[src/rtl/mpu_port_arbiter.sv]
// Round-robin front-end serialising per-core MPU requests onto one downstream
// command interface, with a per-transaction watchdog and timeout statistic.
package mpu_pkg;
  typedef enum logic [1:0] {
    MPU_NO_ERROR       = 2'd0,
    MPU_ACCESS_GRANTED = 2'd1,
    MPU_ACCESS_DENIED  = 2'd2,
    MPU_INVALID        = 2'd3
  } mpu_error_t;

  typedef enum logic [1:0] {
    RESP_OK      = 2'b00,
    RESP_DENIED  = 2'b01,
    RESP_TIMEOUT = 2'b10
  } resp_err_t;
endpackage

module mpu_port_arbiter
  import mpu_pkg::*;
#(
  parameter int NUM_PORTS      = 4,
  parameter int ADDR_WIDTH     = 32,
  parameter int DATA_WIDTH     = 32,
  parameter int CORE_ID_WIDTH  = 2,
  parameter int TIMEOUT_CYCLES = 64
) (
  input  logic                             clk,
  input  logic                             rst,
  input  logic [NUM_PORTS-1:0]             req_valid,
  output logic [NUM_PORTS-1:0]             req_ready,
  input  logic [NUM_PORTS-1:0]             req_cfg,
  input  logic [NUM_PORTS-1:0]             req_we,
  input  logic [NUM_PORTS-1:0]             req_free_reserve,
  input  logic [NUM_PORTS*ADDR_WIDTH-1:0]  req_addr,
  input  logic [NUM_PORTS*DATA_WIDTH-1:0]  req_wdata,
  output logic [NUM_PORTS-1:0]             resp_valid,
  output logic [DATA_WIDTH-1:0]            resp_rdata,
  output logic [1:0]                       resp_err,
  output logic                             m_cs,
  output logic                             m_cfg,
  output logic                             m_we,
  output logic                             m_free_reserve,
  output logic [CORE_ID_WIDTH-1:0]         m_core_id,
  output logic [ADDR_WIDTH-1:0]            m_addr,
  output logic [DATA_WIDTH-1:0]            m_wdata,
  input  logic                             m_rdy,
  input  logic                             m_bsy,
  input  logic [DATA_WIDTH-1:0]            m_rdata,
  input  mpu_error_t                       m_error,
  output logic [15:0]                      timeout_count
);

  localparam int WD_W = $clog2(TIMEOUT_CYCLES);

  typedef enum logic [1:0] {IDLE, ISSUE, WAIT, RESP} state_t;

  state_t                   state;
  logic [CORE_ID_WIDTH-1:0] rr_ptr;
  logic [CORE_ID_WIDTH-1:0] next_ptr;
  logic [CORE_ID_WIDTH-1:0] pick_base;
  logic [CORE_ID_WIDTH-1:0] scan_idx;
  logic [CORE_ID_WIDTH-1:0] pick_idx;
  logic                     pick_found;
  logic                     grant_en;
  logic [WD_W-1:0]          watchdog;

  // m_core_id doubles as the current winner; NUM_PORTS is a power of two so
  // the increment wraps on its own.
  // NOTE: every always_comb output gets a default before any branch, so no latch.
  always_comb begin
    next_ptr   = m_core_id + 1'b1;
    pick_base  = (state == RESP) ? next_ptr : rr_ptr;
    pick_found = 1'b0;
    pick_idx   = '0;
    scan_idx   = '0;
    // Scan from the farthest offset down so the closest requester wins.
    for (int k = NUM_PORTS - 1; k >= 0; k--) begin
      scan_idx = pick_base + CORE_ID_WIDTH'(k);
      if (req_valid[scan_idx]) begin
        pick_found = 1'b1;
        pick_idx   = scan_idx;
      end
    end
    grant_en = pick_found && !m_bsy;
  end

  // NOTE: sequential state uses non-blocking assignments only.
  always_ff @(posedge clk or posedge rst) begin
    if (rst) begin
      state          <= IDLE;
      rr_ptr         <= '0;
      watchdog       <= '0;
      req_ready      <= '0;
      resp_valid     <= '0;
      resp_rdata     <= '0;
      resp_err       <= RESP_OK;
      m_cs           <= 1'b0;
      m_cfg          <= 1'b0;
      m_we           <= 1'b0;
      m_free_reserve <= 1'b0;
      m_core_id      <= '0;
      m_addr         <= '0;
      m_wdata        <= '0;
      timeout_count  <= '0;
    end else begin
      req_ready  <= '0;
      resp_valid <= '0;
      m_cs       <= 1'b0;
      case (state)
        // RESP arbitrates too, so back-to-back transactions lose no cycle.
        IDLE, RESP: begin
          if (state == RESP) rr_ptr <= next_ptr;
          if (grant_en) begin
            m_core_id      <= pick_idx;
            m_cfg          <= req_cfg[pick_idx];
            m_we           <= req_we[pick_idx];
            m_free_reserve <= req_free_reserve[pick_idx];
            m_addr         <= req_addr[int'(pick_idx)*ADDR_WIDTH +: ADDR_WIDTH];
            m_wdata        <= req_wdata[int'(pick_idx)*DATA_WIDTH +: DATA_WIDTH];
            req_ready      <= NUM_PORTS'(1) << pick_idx;
            state          <= ISSUE;
          end else begin
            state <= IDLE;
          end
        end
        ISSUE: begin
          m_cs     <= 1'b1;
          watchdog <= '0;
          state    <= WAIT;
        end
        WAIT: begin
          // Completion takes priority over a watchdog expiring in the same cycle.
          if (m_rdy) begin
            resp_rdata <= m_rdata;
            case (m_error)
              MPU_NO_ERROR, MPU_ACCESS_GRANTED: resp_err <= RESP_OK;
              default:                          resp_err <= RESP_DENIED;
            endcase
            resp_valid <= NUM_PORTS'(1) << m_core_id;
            state      <= RESP;
          end else if (watchdog == WD_W'(TIMEOUT_CYCLES - 1)) begin
            resp_rdata <= '0;
            resp_err   <= RESP_TIMEOUT;
            resp_valid <= NUM_PORTS'(1) << m_core_id;
            if (timeout_count != 16'hFFFF) timeout_count <= timeout_count + 16'd1;
            state      <= RESP;
          end else begin
            watchdog <= watchdog + 1'b1;
          end
        end
        default: state <= IDLE;
      endcase
    end
  end

endmodule

[config.mk]
export PLATFORM = sky130hd
export DESIGN_NAME = mpu_port_arbiter
export DESIGN_NICKNAME = d
export VERILOG_FILES = /design/src/rtl/mpu_port_arbiter.sv
export SDC_FILE = /design/constraint.sdc
export NUM_CORES = 1
export LEC_CHECK = 0
export CAP_MARGIN = 40
export CORE_AREA = 2 2 173 175
export CTS_CLUSTER_DIAMETER = 60
export DETAILED_ROUTE_END_ITERATION = 8
export DIE_AREA = 0 0 175 177
export SETUP_SLACK_MARGIN = 0.2
export SYNTH_ARGS = -nofsm -noshare
export SYNTH_HDL_FRONTEND = slang
export SYNTH_SLANG_ARGS = --single-unit
export TNS_END_PERCENT = 10
[constraint.sdc]
create_clock -name clk -period 7 [get_ports clk]
set_clock_uncertainty 0.2 [all_clocks]
set_input_delay 2.1 -clock clk [delete_from_list [all_inputs] [get_ports clk]]
set_output_delay 2.1 -clock clk [all_outputs]
set_load 0.01 [all_outputs]
=== Word level (Yosys, flattened, before mapping) ===
Index checks and enable logic that the tools add are counted.

* Multiply operators: 0
* $add $sub $neg: 6
* Bitwise operators: 1
* Equality and inequality tests: 9
* Div/mod/pow operators: 0
* $lt $le $gt $ge: 5
* Multiplexer cells: 41
* Reductions and logical operators: 12
* Shift-type cells: 4

{| class="wikitable"
|+ Operator list
! operator !! count
|-
| $shiftx 128x8->32 || 2
|-
| $mux 32 || 2
|-
| $mux 4 || 5
|-
| $mux 2 || 9
|-
| $add 16x1->16 const B || 1
|-
| $ne 16x16->1 const B || 1
|-
| $lt 2x3->1 const B || 5
|-
| $bmux 1 s2 || 7
|-
| $mux 1 || 14
|-
| $mux 6 || 2
|-
| $pmux 6 s2 || 1
|-
| $shl 1x2->4 const A || 2
|-
| $add 6x1->6 const B || 1
|-
| $eq 6x6->1 const B || 1
|-
| $pmux 2 s3 || 1
|-
| $add 2x1->2 const B || 2
|-
| $add 2x2->2 const B || 2
|-
| $eq 2x1->1 const B || 2
|-
| $eq 2x2->1 const B || 2
|-
| $logic_not 2->1 || 2
|-
| $ne 2x2->1 const B || 2
|-
| $reduce_and 2->1 || 2
|-
| $reduce_and 4->1 || 1
|-
| $reduce_bool 2->1 || 2
|-
| other kinds (6) || 7
|}

* Output and inout port bits: 128
* Latch bits: 0
* Bits in read-only memories: 0
* RAM bits: 0
* Bits in registers: 138
* Logic and storage cells: 93
* Memories: 0
* Bits of input ports: 310

=== Longest topological paths before layout ===
Gate-level depths: netlist (run 1).

* Depth after elaboration: 12
* Depth in mapped cells: 11
* Depth with buffers taken out: 8

=== Worst setup path before layout (run 1) ===
No wires, ideal clock.

* Path type: in2reg
* Start point: input port req_valid[0]
* End point: register m_addr[30]
* Path buffers: 4
* Stages: 8
* Library setup time: 0.132 ns
* Data required time: 6.668 ns
* Arrival time: 3.397 ns
* Path slack: 3.271 ns
* Cell sequence: or4_1 > nand3b_1 > buf_2 > or2_1 > buf_6 > buf_8 > buf_8 > o221ai_2

* Word-level cells in the longest chain between the ends: 8
* Elaborated cells on any way between the ends: 19
* Classes of those cells: shift (1); mux (16); reduce/logical (2)

{| class="wikitable"
|+ RTL lines
! item !! RTL line !! source
|-
| start, declared || 29 || <nowiki>input logic [NUM_PORTS-1:0] req_valid,</nowiki>
|-
| branches (longest 8 deep; another with $shiftx 128x8->32) || - ||
|-
| end signal, assigned || 118 || <nowiki>m_addr <= req_addr[int'(pick_idx)*ADDR_WIDTH +: ADDR_WIDTH];</nowiki>
|-
| end, declared || 44 || <nowiki>output logic [ADDR_WIDTH-1:0] m_addr,</nowiki>
|}

Parallel ways; which one is timed is not known. The select of a mux whose other input is x is not followed.
A chain may end at the register's enable or synchronous reset.

=== Worst setup path after layout (run 1) ===
* Start point: input port req_valid[3]
* End point: register m_wdata[12]

* Word-level cells in the longest chain between the ends: 8
* Elaborated cells on any way between the ends: 19
* Classes of those cells: shift (1); mux (16); reduce/logical (2)

{| class="wikitable"
|+ RTL lines
! item !! RTL line !! source
|-
| branches (longest 8 deep; another with $shiftx 128x8->32) || - ||
|-
| end signal, assigned || 119 || <nowiki>m_wdata <= req_wdata[int'(pick_idx)*DATA_WIDTH +: DATA_WIDTH];</nowiki>
|-
| end, declared || 45 || <nowiki>output logic [DATA_WIDTH-1:0] m_wdata,</nowiki>
|}

Parallel ways; which one is timed is not known. The select of a mux whose other input is x is not followed.

==> flow_summary.html, run 1 <==
<table>
<tr><th>Metric</th><th>Value</th></tr>
<tr><th colspan="2">Routing</th></tr>
<tr><td>Routed via count divided by cell count</td><td>4.598</td></tr>
<tr><td>Number of design-rule violations left by the first detailed-router iteration</td><td>275</td></tr>
<tr><td>Average detailed-routed wire length per instance</td><td>18.55 um</td></tr>
<tr><td>Drt pass-1 iters</td><td>4</td></tr>
<tr><td>Detailed-route via count</td><td>6626</td></tr>
<tr><td>DRC errors left</td><td>0</td></tr>
<tr><td>Routed wire length</td><td>26730 um</td></tr>
<tr><td>Number of routed nets with antenna violations</td><td>0</td></tr>
<tr><th colspan="2">Global route</th></tr>
<tr><td>GRT busiest layer</td><td>met2</td></tr>
<tr><td>Met3 GRT Util</td><td>4.038%</td></tr>
<tr><td>Global-route track usage on met2</td><td>27.90%</td></tr>
<tr><td>Via count of the first global-routing pass</td><td>6636</td></tr>
<tr><td>Remaining global-route overflow</td><td>0</td></tr>
<tr><td>Initial antenna violation count</td><td>0</td></tr>
<tr><td>GRT Resource Usage Total</td><td>16.73%</td></tr>
<tr><td>Largest net degree at the start of global routing</td><td>85</td></tr>
<tr><td>First-pass GRT wire length</td><td>40060 um</td></tr>
<tr><td>Met1 Track Usage GR</td><td>21.70%</td></tr>
<tr><th colspan="2">Floorplanning</th></tr>
<tr><td>Starting density of the core</td><td>24.57%</td></tr>
<tr><td>Die Footprint</td><td>30980 um2</td></tr>
<tr><td>Num ports</td><td>438</td></tr>
<tr><td>FP Rows</td><td>63</td></tr>
<tr><td>Core box area</td><td>29240 um2</td></tr>
<tr><td>Y dimension of the die</td><td>177 um</td></tr>
<tr><td>Width of the die</td><td>175 um</td></tr>
<tr><th colspan="2">Critical path</th></tr>
<tr><td>Category of the critical setup timing path</td><td>input pin to flop</td></tr>
<tr><td>Flop2flop setup slack</td><td>3.50 ns</td></tr>
<tr><td>WP data arrival</td><td>4.52 ns</td></tr>
<tr><td>Worst path cell trace</td><td>clkdlybuf4s50_1 -&gt; nor2_1 -&gt; o21a_1 -&gt; a311oi_1 -&gt; or2_2 -&gt; buf_12 -&gt; buf_4 -&gt; o221ai_1</td></tr>
<tr><td>Required time at the worst-slack endpoint</td><td>7.07 ns</td></tr>
<tr><td>End of the worst register-to-register path</td><td>m_wdata[12]</td></tr>
<tr><td>Worst flop-to-flop path startpoint</td><td>m_core_id[0]</td></tr>
<tr><td>Critical path endpoint category</td><td>flop</td></tr>
<tr><td>Number of cell instances on the worst register-to-register path</td><td>10</td></tr>
<tr><td>Delay of the slowest critical-path stage</td><td>0.55 ns</td></tr>
<tr><td>CP max FO</td><td>25</td></tr>
<tr><td>Worst Setup Start Kind</td><td>input pin</td></tr>
<tr><td>Worst-path cell with the longest stage delay</td><td>or2_2</td></tr>
<tr><th colspan="2">STA</th></tr>
<tr><td>Relative slew margins</td><td>53.65%</td></tr>
<tr><td>Number of max-slew violations in the final report</td><td>0</td></tr>
<tr><td>Worst-case setup margin in the final layout</td><td>2.546 ns</td></tr>
<tr><td>Crit path time final</td><td>4.454 ns</td></tr>
<tr><td>Final hold viol count</td><td>0</td></tr>
<tr><td>Tightest Pin Transition</td><td>0.6938 ns</td></tr>
<tr><td>Fin crit share</td><td>63.64%</td></tr>
<tr><td>Setup repair after global routing missed its margin</td><td>false</td></tr>
<tr><td>Final TNS setup</td><td>0 ns</td></tr>
<tr><td>Highest attainable clock frequency</td><td>0.2245 GHz</td></tr>
<tr><td># setup viols final</td><td>0</td></tr>
<tr><th colspan="2">Job</th></tr>
<tr><td>Max Cap Violations</td><td>0</td></tr>
<tr><th colspan="2">Pwr</th></tr>
<tr><td>Clock network fraction of total power</td><td>19.0%</td></tr>
<tr><td>Sequential Power Share</td><td>28.3%</td></tr>
<tr><td>Power density over cell area</td><td>368.3 nW/um2</td></tr>
<tr><td>Int Power</td><td>2.856 mW</td></tr>
<tr><td>Fraction of power consumed by combinational cells</td><td>52.7%</td></tr>
<tr><td>Worst-case vdd ir drop</td><td>0.0001841 V</td></tr>
<tr><td>Switching power</td><td>1.733 mW</td></tr>
<tr><td>Net switching fraction of the power</td><td>37.76%</td></tr>
<tr><td>Leakage</td><td>5.525 nW</td></tr>
<tr><th colspan="2">Clocking</th></tr>
<tr><td>Num CTS Buffers</td><td>17</td></tr>
<tr><td>Post-cts hold buffer count</td><td>0</td></tr>
<tr><td>Number of H-tree levels</td><td>4</td></tr>
<tr><td>Resized Gates After CTS</td><td>0</td></tr>
<tr><td>Post-CTS setup buffer count</td><td>0</td></tr>
<tr><td>Clock tree from TritonCTS</td><td>built</td></tr>
<tr><td>Clock latency of the later-clocked register in the worst-skew pair</td><td>0.42 ns</td></tr>
<tr><td>Cell at the root of the clock tree</td><td>clkbuf_16</td></tr>
<tr><td>Clk sinks</td><td>138</td></tr>
<tr><td>Clock-pin slew of the registers on the worst-case setup and hold paths</td><td>0.07 ns</td></tr>
<tr><td>Deepest clock path buffer count</td><td>2</td></tr>
<tr><th colspan="2">Place</th></tr>
<tr><td>Count of buffers from port buffering</td><td>436</td></tr>
<tr><td>Dpl ws</td><td>2.102 ns</td></tr>
<tr><td>Routability Congestion</td><td>0.8156</td></tr>
<tr><td>Total half-perimeter wirelength after legalization and detailed placement</td><td>20240 um</td></tr>
<tr><th colspan="2">Min path</th></tr>
<tr><td>Critical hold path startpoint</td><td>timeout_count[12]</td></tr>
<tr><td>Number of cells on the worst hold path</td><td>1</td></tr>
<tr><td>Min-Delay Endpoint</td><td>timeout_count[12]</td></tr>
<tr><td>Hold/Removal Path Class</td><td>flop to flop</td></tr>
<tr><th colspan="2">Synth</th></tr>
<tr><td>Gate count of the mapped netlist</td><td>617</td></tr>
<tr><td>Largest family of logic cells by synthesized area</td><td>multiplexers</td></tr>
<tr><td>Synth Area in Adders</td><td>1.742%</td></tr>
<tr><td>Cell types occupying the most area after synthesis</td><td>dfrtp_1, mux2i_1, o221ai_1</td></tr>
<tr><td>Share of Yosys cell area claimed by the top area cell type</td><td>48.07%</td></tr>
<tr><td>FFs w/ async S/R, synth</td><td>100.0%</td></tr>
<tr><td>EDFF count, synth</td><td>0</td></tr>
<tr><td>Proportion of synthesized area in mux cells</td><td>19.33%</td></tr>
<tr><td>Compound-Gate Fraction of Synth Area</td><td>14.80%</td></tr>
<tr><td>Cell variety after synth</td><td>39</td></tr>
<tr><td>Sequential cell area fraction in the yosys report</td><td>48.07%</td></tr>
<tr><td>Net count after synthesis</td><td>937</td></tr>
<tr><td>Seq cells post-synth</td><td>138</td></tr>
<tr><td>Post-Syn Area</td><td>7184 um2</td></tr>
<tr><td>Total number of yosys warnings</td><td>0</td></tr>
<tr><td>Most used standard cells in the synthesized netlist</td><td>dfrtp_1, mux2i_1, nand2_1</td></tr>
<tr><td>Largest area contributor in the netlist</td><td>dfrtp_1</td></tr>
<tr><td>Post-synthesis xor/xnor area fraction</td><td>2.194%</td></tr>
<tr><td>Most common flop cell mapped by yosys</td><td>dfrtp_1</td></tr>
<tr><td>Top-count cell post-synth</td><td>dfrtp_1</td></tr>
<tr><td>Synthesized area per cell</td><td>11.64 um2</td></tr>
<tr><td>Fraction of the mapped netlist area in simple logic gates</td><td>8.603%</td></tr>
<tr><th colspan="2">Layout</th></tr>
<tr><td>Fin nets</td><td>1358</td></tr>
<tr><td>Filler cell count</td><td>2813</td></tr>
<tr><td>Total inserted antenna cells</td><td>0</td></tr>
<tr><td>Ratio of cells with drive above 1 in the final layout</td><td>6.470%</td></tr>
<tr><td>Layout overhead on the synthesized area</td><td>73.44%</td></tr>
<tr><th colspan="2">Outcome</th></tr>
<tr><td>Status</td><td>completed</td></tr>
</table>
-- per-layer routing --
layer / share of wire, % / wire, um
met3: 7.2 / 1936
met5: 0 / 0
met2: 50 / 13240
met1: 42 / 11110
met4: 1.7 / 450
-- critical path: cells and delay by family --
kind                   cells  cell delay, ns
buffers and inverters      3            1.03
AOI/OAI and AO/OA          3            0.74
and+or+nand+nor            2            0.61
-- layout make-up --
type / count / area, um2 / share of cell area [%]
Clock buffer: 18 / 429.2 / 3.444
Clock inverter: 14 / 128.9 / 1.034
Inverter: 10 / 42.54 / 0.3414
Multi-Input combinational cell: 421 / 3372 / 27.06
Timing Repair Buffer: 450 / 4547 / 36.49
Tap cell: 390 / 488.0 / 3.916
Sequential cell: 138 / 3453 / 27.71
-- placed cells by master (no fill, tap or decap), types with 10 or more instances in the layout --
cell | synthesis | layout
nand2_1 | 82 | 81
dfrtp_1 | 138 | 138
xnor2_1 | 12 | 12
o221ai_2 | 10 | 10
a22o_1 | 33 | 33
clkdlybuf4s50_1 | 0 | 436
o221ai_1 | 58 | 58
mux2i_1 | 135 | 135
ha_1 | 10 | 10
clkbuf_16 | 0 | 17
nor2_1 | 16 | 16
-- registers in the layout, indices dropped and copies added (netlist names), 4 cells and up --
| name | count |
|---|---|
| m_addr | 32 |
| m_wdata | 32 |
| req_ready | 4 |
| resp_rdata | 32 |
| resp_valid | 4 |
| timeout_count | 16 |
| watchdog | 6 |
-- metrics by stage --
step           instances  util (%)  cell area (um2)  hold slack [ns]  power (mW)
2_1_floorplan        617         -             7184           0.2781       2.682
3_3_place_gp        1406     40.44            11830           0.2664       3.702
3_5_place_dp        1409     40.70            11900           0.2727       3.751
4_1_cts             1441     42.61            12460           0.2888       4.652
5_1_grt             1441     42.61            12460           0.3107       4.889
6_report            1441     42.61            12460           0.2862       4.589
-- worst max path at each step --
stage	start	cells after the start	slack [ns]	endpoint
2_1_floorplan	rst	1	1.00	m_addr[0]
3_3_place_gp	req_valid[3]	7	1.79	m_wdata[11]
3_5_place_dp	req_valid[3]	8	2.10	m_wdata[12]
4_1_cts	req_valid[3]	8	2.55	m_wdata[12]
5_1_grt	req_valid[3]	8	2.38	m_addr[4]
6_report	req_valid[3]	8	2.55	m_wdata[12]
-- cell families (layout without fill, tap and decap cells) --
logic type	after synthesis	in the layout
multiplexers	138	138
flip-flops	138	138
AND/OR/NAND/NOR	135	135
AO/OA/AOI/OAI	120	120
buffers and inverters	58	492
XOR/XNOR	18	18
adder cells (fa/ha/maj)	10	10
-- power by group through the flow --
stage	sequential (mW)	combinational, mW	clock [mW]
final	1.30	2.42	0.870
after global routing	1.34	2.61	0.935
after CTS	1.30	2.45	0.901
after detailed placement	1.31	2.44	0
after global placement	1.31	2.39	0
after floorplan	1.43	1.25	0
No activity file was read; power rests on OpenSTA's default activity.
==> run 2, diff against run 1 <==
--- a/config.mk
+++ b/config.mk
@@ -6,10 +6,10 @@
 export NUM_CORES = 1
 export LEC_CHECK = 0
 export CAP_MARGIN = 40
-export CORE_AREA = 2 2 173 175
+export CORE_AREA = 2 2 172 174
 export CTS_CLUSTER_DIAMETER = 60
 export DETAILED_ROUTE_END_ITERATION = 8
-export DIE_AREA = 0 0 175 177
+export DIE_AREA = 0 0 174 176
 export SETUP_SLACK_MARGIN = 0.2
 export SYNTH_ARGS = -nofsm -noshare
 export SYNTH_HDL_FRONTEND = slang
==> constraint.sdc (replaced) <==
create_clock -name clk -period 3.8 [get_ports clk]
set_clock_uncertainty 0.2 [all_clocks]
set_input_delay 1.14 -clock clk [delete_from_list [all_inputs] [get_ports clk]]
set_output_delay 1.14 -clock clk [all_outputs]
set_load 0.01 [all_outputs]
==> flow_summary.html, run 2 (same netlist as run 1, synthesis figures left out) <==
<table>
<tr><th>Metric</th><th>Value</th></tr>
<tr><th colspan="2">Critical path</th></tr>
<tr><td>Flop2flop setup slack</td><td>0.86 ns</td></tr>
<tr><td>Worst flop-to-flop path startpoint</td><td>m_core_id[0]</td></tr>
<tr><td>Number of cell instances on the worst register-to-register path</td><td>9</td></tr>
<tr><td>Category of the critical setup timing path</td><td>input pin to flop</td></tr>
<tr><td>End of the worst register-to-register path</td><td>m_wdata[25]</td></tr>
<tr><td>CP max FO</td><td>23</td></tr>
<tr><td>Worst Setup Start Kind</td><td>input pin</td></tr>
<tr><td>Critical path endpoint category</td><td>flop</td></tr>
<tr><td>Required time at the worst-slack endpoint</td><td>3.92 ns</td></tr>
<tr><td>WP data arrival</td><td>3.20 ns</td></tr>
<tr><th colspan="2">Routing</th></tr>
<tr><td>Routed via count divided by cell count</td><td>4.604</td></tr>
<tr><td>DRC errors left</td><td>0</td></tr>
<tr><td>Detailed-route via count</td><td>6657</td></tr>
<tr><td>Number of design-rule violations left by the first detailed-router iteration</td><td>335</td></tr>
<tr><td>Number of routed nets with antenna violations</td><td>0</td></tr>
<tr><td>Drt pass-1 iters</td><td>6</td></tr>
<tr><td>Average detailed-routed wire length per instance</td><td>18.86 um</td></tr>
<tr><td>Routed wire length</td><td>27270 um</td></tr>
<tr><th colspan="2">Layout</th></tr>
<tr><td>Layout overhead on the synthesized area</td><td>76.11%</td></tr>
<tr><td>Sequential cell area</td><td>3453 um2</td></tr>
<tr><td>Ratio of cells with drive above 1 in the final layout</td><td>7.358%</td></tr>
<tr><td>Final standard cell utilization of the core</td><td>44.32%</td></tr>
<tr><td>Filler cell count</td><td>2737</td></tr>
<tr><td>Final instance area</td><td>12650 um2</td></tr>
<tr><td>Multi-input gate area in the final layout</td><td>3372 um2</td></tr>
<tr><td>Leading cell types in the layout, fill and taps excluded</td><td>clkdlybuf4s50_1, dfrtp_1, mux2i_1</td></tr>
<tr><td>Fin nets</td><td>1367</td></tr>
<tr><td>Most frequent standard cell in the layout excluding fill and tap cells</td><td>clkdlybuf4s50_1</td></tr>
<tr><td>Biggest registers after layout</td><td>m_addr x32, m_wdata x32, resp_rdata x32</td></tr>
<tr><th colspan="2">Floorplanning</th></tr>
<tr><td>Die Footprint</td><td>30620 um2</td></tr>
<tr><td>Y dimension of the die</td><td>176 um</td></tr>
<tr><td>Starting density of the core</td><td>25.17%</td></tr>
<tr><td>Width of the die</td><td>174 um</td></tr>
<tr><td>Core box area</td><td>28550 um2</td></tr>
<tr><td>Num ports</td><td>438</td></tr>
<tr><td>FP Rows</td><td>62</td></tr>
<tr><th colspan="2">STA</th></tr>
<tr><td>Setup repair after global routing missed its margin</td><td>false</td></tr>
<tr><td>Highest attainable clock frequency</td><td>0.3248 GHz</td></tr>
<tr><td>Tightest Pin Transition</td><td>0.6036 ns</td></tr>
<tr><td>Final Hold Slack</td><td>0.2839 ns</td></tr>
<tr><td>Worst-case setup margin in the final layout</td><td>0.7212 ns</td></tr>
<tr><td>Final TNS setup</td><td>0 ns</td></tr>
<tr><td>Crit path time final</td><td>3.079 ns</td></tr>
<tr><td>Fin crit share</td><td>81.02%</td></tr>
<tr><td>Relative slew margins</td><td>59.67%</td></tr>
<tr><td># setup viols final</td><td>0</td></tr>
<tr><td>Number of max-slew violations in the final report</td><td>0</td></tr>
<tr><td>Final hold viol count</td><td>0</td></tr>
<tr><th colspan="2">Place</th></tr>
<tr><td>Count of buffers from port buffering</td><td>436</td></tr>
<tr><td>Total half-perimeter wirelength after legalization and detailed placement</td><td>20850 um</td></tr>
<tr><td>Cell Area, Placed</td><td>12020 um2</td></tr>
<tr><td>Dpl ws</td><td>0.3039 ns</td></tr>
<tr><td>Routability Congestion</td><td>0.7944</td></tr>
<tr><th colspan="2">Min path</th></tr>
<tr><td>Min-Delay Endpoint</td><td>m_wdata[24]</td></tr>
<tr><td>Number of cells on the worst hold path</td><td>2</td></tr>
<tr><td>Hold/Removal Path Class</td><td>flop to flop</td></tr>
<tr><td>Critical hold path startpoint</td><td>m_wdata[24]</td></tr>
<tr><th colspan="2">Clocking</th></tr>
<tr><td>Num CTS Buffers</td><td>17</td></tr>
<tr><td>Resized Gates After CTS</td><td>0</td></tr>
<tr><td>Number of H-tree levels</td><td>4</td></tr>
<tr><td>Clock latency of the later-clocked register in the worst-skew pair</td><td>0.42 ns</td></tr>
<tr><td>Cell at the root of the clock tree</td><td>clkbuf_16</td></tr>
<tr><td>Clock tree from TritonCTS</td><td>built</td></tr>
<tr><td>Post-CTS setup buffer count</td><td>0</td></tr>
<tr><td>Deepest clock path buffer count</td><td>2</td></tr>
<tr><td>Post-cts hold buffer count</td><td>0</td></tr>
<tr><td>Clock-pin slew of the registers on the worst-case setup and hold paths</td><td>0.06 ns</td></tr>
<tr><td>Clk sinks</td><td>138</td></tr>
<tr><th colspan="2">Global route</th></tr>
<tr><td>Initial antenna violation count</td><td>1</td></tr>
<tr><td>Via count of the first global-routing pass</td><td>6761</td></tr>
<tr><td>Largest net degree at the start of global routing</td><td>72</td></tr>
<tr><td>First-pass GRT wire length</td><td>40970 um</td></tr>
<tr><td>GRT Resource Usage Total</td><td>17.35%</td></tr>
<tr><td>Remaining global-route overflow</td><td>0</td></tr>
<tr><th colspan="2">Outcome</th></tr>
<tr><td>Status</td><td>completed</td></tr>
<tr><th colspan="2">Pwr</th></tr>
<tr><td>Power density over cell area</td><td>689.6 nW/um2</td></tr>
<tr><td>Worst-case vdd ir drop</td><td>0.0003815 V</td></tr>
<tr><td>Leakage</td><td>5.631 nW</td></tr>
<tr><th colspan="2">Job</th></tr>
<tr><td>Max Cap Violations</td><td>0</td></tr>
</table>
==> run 2: cell count changes in the layout (fill, tap and decap cells not counted), moves of 3 or more <==
cell,before,now
clkinv_4,3,0
buf_4,9,12
clkinv_8,1,5
buf_12,3,11
inv_8,1,4
==> run 2: how the worst max path moves through the flow <==
| stage | cells past startpoint | from | end |
|---|---|---|---|
| after floorplan | 1 | rst | m_addr[0] |
| after global placement | 8 | req_valid[3] | m_addr[18] |
| after detailed placement | 8 | req_valid[3] | m_addr[18] |
| after CTS | 8 | req_valid[3] | m_addr[18] |
| after global routing | 8 | req_valid[3] | m_addr[1] |
| final | 8 | req_valid[3] | m_wdata[25] |
==> run 2: final cells by class <==
cell class	instances	share of cell area (%)
timing repair buffer	459	36.95
inverter	10	0.3263
clock buffer	17	3.362
antenna	2	0.03956
sequential	138	27.29
tap	384	3.797
clock inverter	15	1.582
multi-input combinational	421	26.65
==> run 2: worst max-delay path: stages <==
cell	delay (ns)
clkdlybuf4s50_1	0.52
inv_1	0.09
a21oi_1	0.18
nor2_1	0.07
a311oi_1	0.42
nand2b_4	0.29
buf_12	0.25
o221ai_1	0.21
==> run 2: per-stage QoR <==
step	power (mW)	std cells
4_1_cts	8.858	1444
3_3_place_gp	7.008	1412
6_report	8.725	1446
5_1_grt	9.295	1445
3_5_place_dp	7.051	1412
2_1_floorplan	4.940	617
==> run 2: layer usage <==
layer | part of all wire [%] | GRT usage [%] | routed length, um | up-vias
li1 | - | - | - | 3165
met1 | 42 | 21.07 | 11450 | 3239
met2 | 50 | 30.31 | 13710 | 236
met3 | 6.4 | 4.694 | 1735 | 17
met4 | 1.4 | 4.797 | 374 | 0
met5 | 0 | 0 | 0 | -
==> run 2: report_power, final <==
part	internal [mW]	switching, mW
registers	2.06	0.339
clock network	0.958	0.797
logic	2.43	2.14
total	5.45	3.28
